===== src/rtl/rect_fill_writer.sv =====
// rect_fill_writer: accepts one rectangle command (origin, size, colour) and
// streams raster-order pixel writes into the 320x240 frame buffer port,
// clipping the rectangle against the screen edges.
// Optional build macro: RECT_OUTLINE_EN adds cmd_outline, which limits writes
// to the border pixels of the clipped rectangle.
module rect_fill_writer #(
  parameter int H_RES = 320,
  parameter int V_RES = 240,
  parameter int XW    = 9,
  parameter int YW    = 8,
  parameter int CW    = 3
) (
  input  logic          clk,
  input  logic          rst_n,
  input  logic          cmd_valid,
  output logic          cmd_ready,
  input  logic [XW-1:0] cmd_x,
  input  logic [YW-1:0] cmd_y,
  input  logic [XW-1:0] cmd_w,
  input  logic [YW-1:0] cmd_h,
  input  logic [CW-1:0] cmd_color,
`ifdef RECT_OUTLINE_EN
  input  logic          cmd_outline,
`endif
  input  logic          wr_ready,
  output logic          wr_en,
  output logic [XW-1:0] wr_x,
  output logic [YW-1:0] wr_y,
  output logic [CW-1:0] wr_data,
  output logic          busy,
  output logic          done
);

  typedef enum logic [1:0] {
    IDLE,
    DRAW,
    FINISH
  } state_t;

  localparam logic [XW:0]   H_LIM  = H_RES;
  localparam logic [YW:0]   V_LIM  = V_RES;
  localparam logic [XW-1:0] H_LAST = H_RES - 1;
  localparam logic [YW-1:0] V_LAST = V_RES - 1;
  localparam logic [XW-1:0] X_ONE  = 1;
  localparam logic [YW-1:0] Y_ONE  = 1;

  state_t        state;
  logic [XW-1:0] x0;
  logic [XW-1:0] last_x;
  logic [YW-1:0] last_y;
`ifdef RECT_OUTLINE_EN
  logic [YW-1:0] y0;
  logic          outline_q;
`endif

  logic [XW:0]   x_sum;
  logic [YW:0]   y_sum;
  logic [XW-1:0] cmd_last_x;
  logic [YW-1:0] cmd_last_y;
  logic          cmd_empty;

  logic          at_row_end;
  logic          is_last;
  logic [XW-1:0] next_x;
  logic [YW-1:0] next_y;
  logic          next_en;
  logic          advance;

  // Clip the incoming command: the sums are one bit wider so they never wrap,
  // and the inclusive last column/row is stored rather than the exclusive end.
  always_comb begin
    x_sum = {1'b0, cmd_x} + {1'b0, cmd_w};
    y_sum = {1'b0, cmd_y} + {1'b0, cmd_h};
    if (x_sum > H_LIM) cmd_last_x = H_LAST;
    else               cmd_last_x = x_sum[XW-1:0] - X_ONE;
    if (y_sum > V_LIM) cmd_last_y = V_LAST;
    else               cmd_last_y = y_sum[YW-1:0] - Y_ONE;
    cmd_empty = (cmd_w == '0) || (cmd_h == '0) ||
                ({1'b0, cmd_x} >= H_LIM) || ({1'b0, cmd_y} >= V_LIM);
  end

  // Raster walker: next scan position, whether it is written, and whether the
  // current position is finished this cycle (interior outline cells never stall).
  always_comb begin
    at_row_end = (wr_x == last_x);
    is_last    = at_row_end && (wr_y == last_y);
    next_x     = at_row_end ? x0 : wr_x + X_ONE;
    next_y     = at_row_end ? wr_y + Y_ONE : wr_y;
    next_en    = 1'b1;
    advance    = wr_en && wr_ready;
`ifdef RECT_OUTLINE_EN
    if (outline_q) begin
      next_en = (next_x == x0) || (next_x == last_x) ||
                (next_y == y0) || (next_y == last_y);
      if (!wr_en) advance = 1'b1;
    end
`endif
  end

  // Command FSM with registered handshake, write port and status outputs.
  always_ff @(posedge clk) begin
    if (!rst_n) begin
      state     <= IDLE;
      cmd_ready <= 1'b1;
      wr_en     <= 1'b0;
      wr_x      <= '0;
      wr_y      <= '0;
      wr_data   <= '0;
      busy      <= 1'b0;
      done      <= 1'b0;
      x0        <= '0;
      last_x    <= '0;
      last_y    <= '0;
`ifdef RECT_OUTLINE_EN
      y0        <= '0;
      outline_q <= 1'b0;
`endif
    end else begin
      case (state)
        IDLE: begin
          if (cmd_valid) begin
            cmd_ready <= 1'b0;
            busy      <= 1'b1;
            x0        <= cmd_x;
            last_x    <= cmd_last_x;
            last_y    <= cmd_last_y;
            wr_data   <= cmd_color;
`ifdef RECT_OUTLINE_EN
            y0        <= cmd_y;
            outline_q <= cmd_outline;
`endif
            if (cmd_empty) begin
              state <= FINISH;
              done  <= 1'b1;
            end else begin
              state <= DRAW;
              wr_en <= 1'b1;
              wr_x  <= cmd_x;
              wr_y  <= cmd_y;
            end
          end
        end
        DRAW: begin
          if (advance) begin
            if (is_last) begin
              state <= FINISH;
              wr_en <= 1'b0;
              done  <= 1'b1;
            end else begin
              wr_x  <= next_x;
              wr_y  <= next_y;
              wr_en <= next_en;
            end
          end
        end
        FINISH: begin
          state     <= IDLE;
          done      <= 1'b0;
          busy      <= 1'b0;
          cmd_ready <= 1'b1;
          wr_en     <= 1'b0;
          wr_x      <= '0;
          wr_y      <= '0;
          wr_data   <= '0;
        end
        default: begin
          state     <= IDLE;
          cmd_ready <= 1'b1;
          busy      <= 1'b0;
          done      <= 1'b0;
          wr_en     <= 1'b0;
        end
      endcase
    end
  end

endmodule


===== config.mk =====
export PLATFORM = sky130hd
export DESIGN_NAME = rect_fill_writer
export DESIGN_NICKNAME = d
export VERILOG_FILES = /design/src/rtl/rect_fill_writer.sv
export SDC_FILE = /design/constraint.sdc
export NUM_CORES = 1
export LEC_CHECK = 0
export CAP_MARGIN = 20
export CORE_AREA = 2 2 88 90
export CTS_CLUSTER_SIZE = 8
export DETAILED_ROUTE_END_ITERATION = 12
export DIE_AREA = 0 0 90 92
export PLACE_DENSITY = 0.8
export SYNTH_ARGS = -nofsm -noshare
export SYNTH_HDL_FRONTEND = slang
export SYNTH_SLANG_ARGS = --single-unit

===== constraint.sdc =====
create_clock -name clk -period 3.8 [get_ports clk]
set_clock_uncertainty 0.1 [all_clocks]
set_input_delay 0.57 -clock clk [delete_from_list [all_inputs] [get_ports clk]]
set_output_delay 0.57 -clock clk [all_outputs]
set_load 0.005 [all_outputs]

==> metrics.cfg, run 1 <==
[run_status]
status = finished clean

[cts]
clk_pin_slew_worst_paths_ns = 0.10
clock_tree.htree_level_count = 2
clock_tree.buffer_depth = 2
cts_setup_buffers = 0
postCtsHoldBufs = 0
numCtsBuffers = 5
worstSkewPairLatency_ns = 0.32
tritoncts = built
numClockSinks = 52
cts_root_buf = sky130_fd_sc_hd__clkbuf_8
ctsResizeCount = 0

[sta]
fmax_mhz = 310.9
rsz0062_at_grt = false
post-route-min-period_ns = 3.216
final_min_period_over_clock_period_pct = 84.64
relSlewSlack_pct = 43.92
worstMarginPinSlew_ns = 0.8385
setup_viol = 0
final_hold_viol_count = 0
totalNegativeSetupSlack_ns = 0
drv_slew = 0

[final_layout]
fraction_of_final_layout_cells_sized_beyond_drive_strength_1_pct = 6.963
final_util_pct = 62.82
num-fill-cells = 673
layout-area-overhead-vs-synth_pct = 21.75
multi_input_comb_area_mm2 = 0.002645
layout.nets = 584
regArea_mm2 = 0.001041
antenna_cells_inserted = 0

[detailed_routing]
dr.pass1.iters = 4
drc = 0
vias_per_cell = 5.753
detail_route.wirelength_mm = 9.339
vias = 3561
ant_nets = 0
detail_route.wl_per_cell_um = 15.09
drt_iter0_markers = 224

[global_routing]
global_route.usage.total_pct = 22.72
grt_first_pass_wirelength_mm = 15.67
grt.busiest_layer = met2
grt-ovfl-total = 0
grt_util_met1_pct = 29.95
grt_pass1_vias = 3283
largest_net_degree_at_the_start_of_global_routing = 31
grt_antenna_before_repair = 0
use_met2_pct = 39.29
groute.layer.met3.usage_pct = 3.451

[placed_design]
finalWeightedCongestion = 0.8297
io_buffers = 64
dp_hpwl_mm = 7.201

[floorplanning]
coreArea_mm2 = 0.007447
dieWidth_um = 90
io-pin-count = 65
fp-row-count = 32
starting_density_of_the_core_pct = 51.60
die_area_mm2 = 0.008280
die_height_um = 92

[logic_synthesis]
yosysTopAreaCellShare_pct = 27.09
syn_area_mm2 = 0.003842
postSynth.asyncResetShare_pct = 0
synth_fp_nets = 526
synth-seq-cells = 52
postSynth.topFlopCell = sky130_fd_sc_hd__dfxtp_1
netlist_instances = 458
yosys-top-cells-area = sky130_fd_sc_hd__dfxtp_1, sky130_fd_sc_hd__ha_1, sky130_fd_sc_hd__xor2_1, sky130_fd_sc_hd__a21oi_1, sky130_fd_sc_hd__nand2_1
number_of_warning_messages_in_the_yosys_log = 0
synth.avg_cell_area_um2 = 8.390
synth-seq-area-share_pct = 27.09
count_of_flip_flops_with_a_built_in_enable_after_synthesis = 0
synthDistinctLibCells = 70
synth_common_cells = sky130_fd_sc_hd__dfxtp_1, sky130_fd_sc_hd__nand2_1, sky130_fd_sc_hd__a21oi_1
yosysTopAreaCell = sky130_fd_sc_hd__dfxtp_1
post-synth-top-count-cell = sky130_fd_sc_hd__dfxtp_1

[flow_run]
cap_viol_max_count = 0

[power_and_ir_drop]
vdd.ir_drop.worst_mv = 0.2214
p_per_area_mw_per_mm2 = 564.2
power.leakage_nw = 1.858

[critical_path]
critPathLaunchType = input pin
critical_path.max_fanout = 9
required_ns = 3.97
element_type_at_the_critical_path_end = flip-flop
worst_ep_arrival_time_ns = 3.38
critPathKind = input pin to flip-flop

[worst_hold_path]
hold_class = flip-flop to flip-flop

-- stage by stage --
| stage | hold WS (ns) | total power [mW] | area [µm²] | instances | setup WS, ns |
|---|---|---|---|---|---|
| 6_report | 0.3481 | 2.640 | 4678 | 619 | 0.5836 |
| 5_1_grt | 0.3870 | 2.825 | 4678 | 619 | 0.4253 |
| 4_1_cts | 0.3545 | 2.639 | 4678 | 619 | 0.5928 |
| 3_5_place_dp | 0.3398 | 2.244 | 4563 | 611 | 0.2540 |
| 3_3_place_gp | 0.3309 | 2.212 | 4563 | 611 | 0.3249 |
| 2_1_floorplan | 0.3388 | 1.787 | 3842 | 458 | 0.8857 |
-- power breakdown --
part	switching, mW	internal, mW	total [mW]
Clock	0.198	0.199	0.396
Sequential	0.204	0.713	0.917
Combinational	0.682	0.644	1.33
Total	1.08	1.56	2.64
-- metal layers --
metal	vias to the layer above	routed length, µm
met2	86	4447
li1	1786	-
met1	1678	4430
met4	0	96
met3	11	365
met5	-	0
-- worst max-delay path, cell delays in order --
cell	delay, ns
sky130_fd_sc_hd__clkdlybuf4s50_1	0.51
sky130_fd_sc_hd__ha_1	0.50
sky130_fd_sc_hd__nand2_1	0.12
sky130_fd_sc_hd__o31ai_1	0.43
sky130_fd_sc_hd__a21oi_1	0.12
sky130_fd_sc_hd__o21ai_0	0.45
sky130_fd_sc_hd__a21oi_1	0.15
sky130_fd_sc_hd__a31oi_4	0.31
sky130_fd_sc_hd__o221a_1	0.22
-- cell type report --
| type | count | share of cell area [%] |
|---|---|---|
| clock inverters | 3 | 0.9896 |
| inverters | 19 | 1.524 |
| clock buffers | 5 | 1.471 |
| well taps | 102 | 2.728 |
| flip-flops and latches | 52 | 22.25 |
| repair buffers | 69 | 14.50 |
| multi-input cells | 369 | 56.54 |
-- flip-flops by register name, indices dropped and copies added, names as in the netlist --
signal     cells
wr_data        3
wr_en          1
last_y         8
x0             9
done           1
state          2
busy           1
last_x         9
wr_x           9
wr_y           8
cmd_ready      1
-- cells by family after synthesis --
kind of cell / synth area share [%]
multiplexers: 1.824
XOR/XNOR: 11.40
flip-flops: 27.09
buffers and inverters: 4.070
AND/OR/NAND/NOR: 18.85
adder cells (fa/ha/maj): 9.183
AO/OA/AOI/OAI: 27.58
-- layout by cell type (no fill, tap or decap), types with 5 or more instances in the layout --
cell	netlist	layout
sky130_fd_sc_hd__clkdlybuf4s50_1	0	64
sky130_fd_sc_hd__dfxtp_1	52	52
sky130_fd_sc_hd__nand2_1	41	41
sky130_fd_sc_hd__a21oi_1	36	36
sky130_fd_sc_hd__xor2_1	34	34
sky130_fd_sc_hd__o21ai_0	29	29
sky130_fd_sc_hd__nor2_1	28	28
sky130_fd_sc_hd__ha_1	25	25
sky130_fd_sc_hd__inv_1	18	18
sky130_fd_sc_hd__xnor2_1	16	16
sky130_fd_sc_hd__nand3_1	15	15
sky130_fd_sc_hd__nor2b_1	11	11
sky130_fd_sc_hd__a211oi_1	10	10
sky130_fd_sc_hd__a21boi_0	9	9
sky130_fd_sc_hd__nor4_1	8	8
sky130_fd_sc_hd__mux2i_1	7	7
sky130_fd_sc_hd__o21a_1	6	6
sky130_fd_sc_hd__o221a_1	6	6
sky130_fd_sc_hd__nor3_1	5	5
sky130_fd_sc_hd__nand2b_1	5	5
sky130_fd_sc_hd__and3_1	5	5
sky130_fd_sc_hd__a31oi_1	5	5
sky130_fd_sc_hd__clkbuf_8	0	5
sky130_fd_sc_hd__buf_4	0	5
-- path summary, 6_finish.rpt --
path / cells after the start / from / slack (ns) / end
hold / removal: 2 / cmd_ready$_SDFFE_PN1P_ / 0.35 / cmd_ready$_SDFFE_PN1P_
setup reg to reg: 7 / wr_x[2]$_SDFFE_PN0P_ / 1.31 / wr_y[6]$_SDFFE_PN0P_
setup / recovery: 9 / cmd_x[4] / 0.58 / last_x[3]$_SDFFE_PN0P_
hold reg to reg: 2 / cmd_ready$_SDFFE_PN1P_ / 0.35 / cmd_ready$_SDFFE_PN1P_
No activity file was read; power rests on OpenSTA's default activity.
==> run 2: changes to the inputs <==
CORE_AREA = 2 2 92 94   (was 2 2 88 90)
DIE_AREA = 0 0 94 96   (was 0 0 90 92)
PLACE_DENSITY = 0.77   (was 0.8)
clock period = 2.65 ns   (was 3.8 ns; I/O delays follow)
==> run 2 against run 1 <==
  * The run now ends with setup timing left
  * Power up 58%
  * Worst hold slack gained 0.00091 ns
  * Die area is 9.0% higher
  * Clock power increased by 17%
  * Cell count up 14%
  * Global-route usage increased by 1.5 points
  * Combinational power increased by 80%
  * Core utilization is 6.8 points higher
==> metrics.cfg, run 2 (synthesis gave the netlist of run 1 again) <==
[run_status]
status = finished, violations left
failed_checks = setup timing

[cts]
worstSkewPairLatency_ns = 0.31
numCtsBuffers = 5
clock_tree.buffer_depth = 2
clk_pin_slew_worst_paths_ns = 0.09
tritoncts = built
clock_tree.htree_level_count = 2
numClockSinks = 52
postCtsHoldBufs = 0
cts_root_buf = sky130_fd_sc_hd__clkbuf_8

[floorplanning]
io-pin-count = 65
dieWidth_um = 94
coreArea_mm2 = 0.008051
fp-row-count = 33
die_height_um = 96
starting_density_of_the_core_pct = 47.72
die_area_mm2 = 0.009024

[sta]
final_min_period_over_clock_period_pct = 101.2
finalWorstSetupSlack_ns = -0.03059
setup_viol = 1
fin_worst_hold_slack_ns = 0.3490
fmax_mhz = 373.1
final_hold_viol_count = 0
totalNegativeSetupSlack_ns = -0.03059
post-route-min-period_ns = 2.681
worstMarginPinSlew_ns = 0.6185
drv_slew = 0
relSlewSlack_pct = 58.67

[final_layout]
layout.nets = 670
post_layout_nonfiller_instances = 708
final_common_cell = sky130_fd_sc_hd__buf_4
antenna_cells_inserted = 0
num-fill-cells = 597
fraction_of_final_layout_cells_sized_beyond_drive_strength_1_pct = 24.88
largest_registers = last_x: 9 flops, wr_x: 9 flops, x0: 9 flops
layout-area-overhead-vs-synth_pct = 45.85
layout_common_cells = sky130_fd_sc_hd__buf_4, sky130_fd_sc_hd__dfxtp_1, sky130_fd_sc_hd__clkdlybuf4s50_1, sky130_fd_sc_hd__nand2_1, sky130_fd_sc_hd__a21oi_1

[global_routing]
grt_antenna_before_repair = 0
global_route.usage.total_pct = 24.17
grt-ovfl-total = 0
grt_first_pass_wirelength_mm = 17.73
grt_util_met1_pct = 31.16
largest_net_degree_at_the_start_of_global_routing = 57
use_met2_pct = 42.62
grt_pass1_vias = 3824
groute.layer.met3.usage_pct = 3.211
grt.busiest_layer = met2

[placed_design]
finalWeightedCongestion = 0.8457
placedCellCount = 693
dp_hpwl_mm = 8.213
io_buffers = 64
dpl_worst_slack_ns = -0.5124

[power_and_ir_drop]
power.leakage_nw = 2.431
total_power_mw = 4.159
vdd.ir_drop.worst_mv = 0.3508
p_per_area_mw_per_mm2 = 742.1

[detailed_routing]
detail_route.wirelength_mm = 11.47
drt_iter0_markers = 175
ant_nets = 0
vias = 4059
drc = 0
detail_route.wl_per_cell_um = 16.21
dr.pass1.iters = 5
vias_per_cell = 5.733

[flow_run]
cap_viol_max_count = 0

[worst_hold_path]
hold_class = flip-flop to flip-flop

[critical_path]
worst_ep_arrival_time_ns = 2.78
critical_path.max_fanout = 5
critPathLaunchType = input pin
element_type_at_the_critical_path_end = flip-flop
critPathKind = input pin to flip-flop
required_ns = 2.75

run 2: worst paths after layout:
| check | from | endpoint | slack [ns] | depth (start not counted) |
|---|---|---|---|---|
| worst max-delay path | cmd_x[2] | last_x[5]$_SDFFE_PN0P_ | -0.03 | 10 |
| worst min-delay path | cmd_ready$_SDFFE_PN1P_ | cmd_ready$_SDFFE_PN1P_ | 0.35 | 2 |
| worst max register to register | wr_x[2]$_SDFFE_PN0P_ | wr_y[5]$_SDFFE_PN0P_ | 0.40 | 8 |
| worst min register to register | cmd_ready$_SDFFE_PN1P_ | cmd_ready$_SDFFE_PN1P_ | 0.35 | 2 |
run 2: layer usage:
layer / vias to the layer above / share of wire [%]
li1: 1959 / -
met1: 1957 / 44
met2: 129 / 50
met3: 14 / 5.2
met4: 0 / 1.2
met5: - / 0
run 2: worst max-delay path, stage by stage:
cell	delay, ns
sky130_fd_sc_hd__clkdlybuf4s50_1	0.50
sky130_fd_sc_hd__ha_2	0.30
sky130_fd_sc_hd__buf_4	0.14
sky130_fd_sc_hd__xnor2_1	0.22
sky130_fd_sc_hd__nand3_1	0.15
sky130_fd_sc_hd__buf_4	0.19
sky130_fd_sc_hd__o31ai_1	0.34
sky130_fd_sc_hd__o311a_1	0.25
sky130_fd_sc_hd__xnor2_1	0.07
sky130_fd_sc_hd__o221a_1	0.22
run 2: cell type report:
class                   instances  area (µm²)  area share, %
multi-input cells             369        2907          51.86
repair buffers                155        1364          24.34
flip-flops and latches         52        1041          18.58
well taps                     105       131.4          2.344
clock buffers                   8       90.09          1.608
inverters                      19       71.32          1.273
run 2: power breakdown:
group	internal [mW]	leakage, nW	switching, mW
clock	0.214	0.0455	0.250
sequential	1.02	0.429	0.282
combinational	1.22	1.96	1.17
total	2.45	2.43	1.71
run 2: timing repair:
action                     CTS  global route
resized for setup           20            40
buffers inserted             5             2
pin swaps                   22            28
setup endpoints to repair   16            18
hold endpoints to repair     0             0
run 2: stage by stage:
stage | cell area (µm²) | utilization (%)
3_5_place_dp | 5186 | 64.41
3_3_place_gp | 5186 | 64.41
2_1_floorplan | 3856 | -
6_report | 5604 | 69.60
4_1_cts | 5385 | 66.88
5_1_grt | 5604 | 69.60
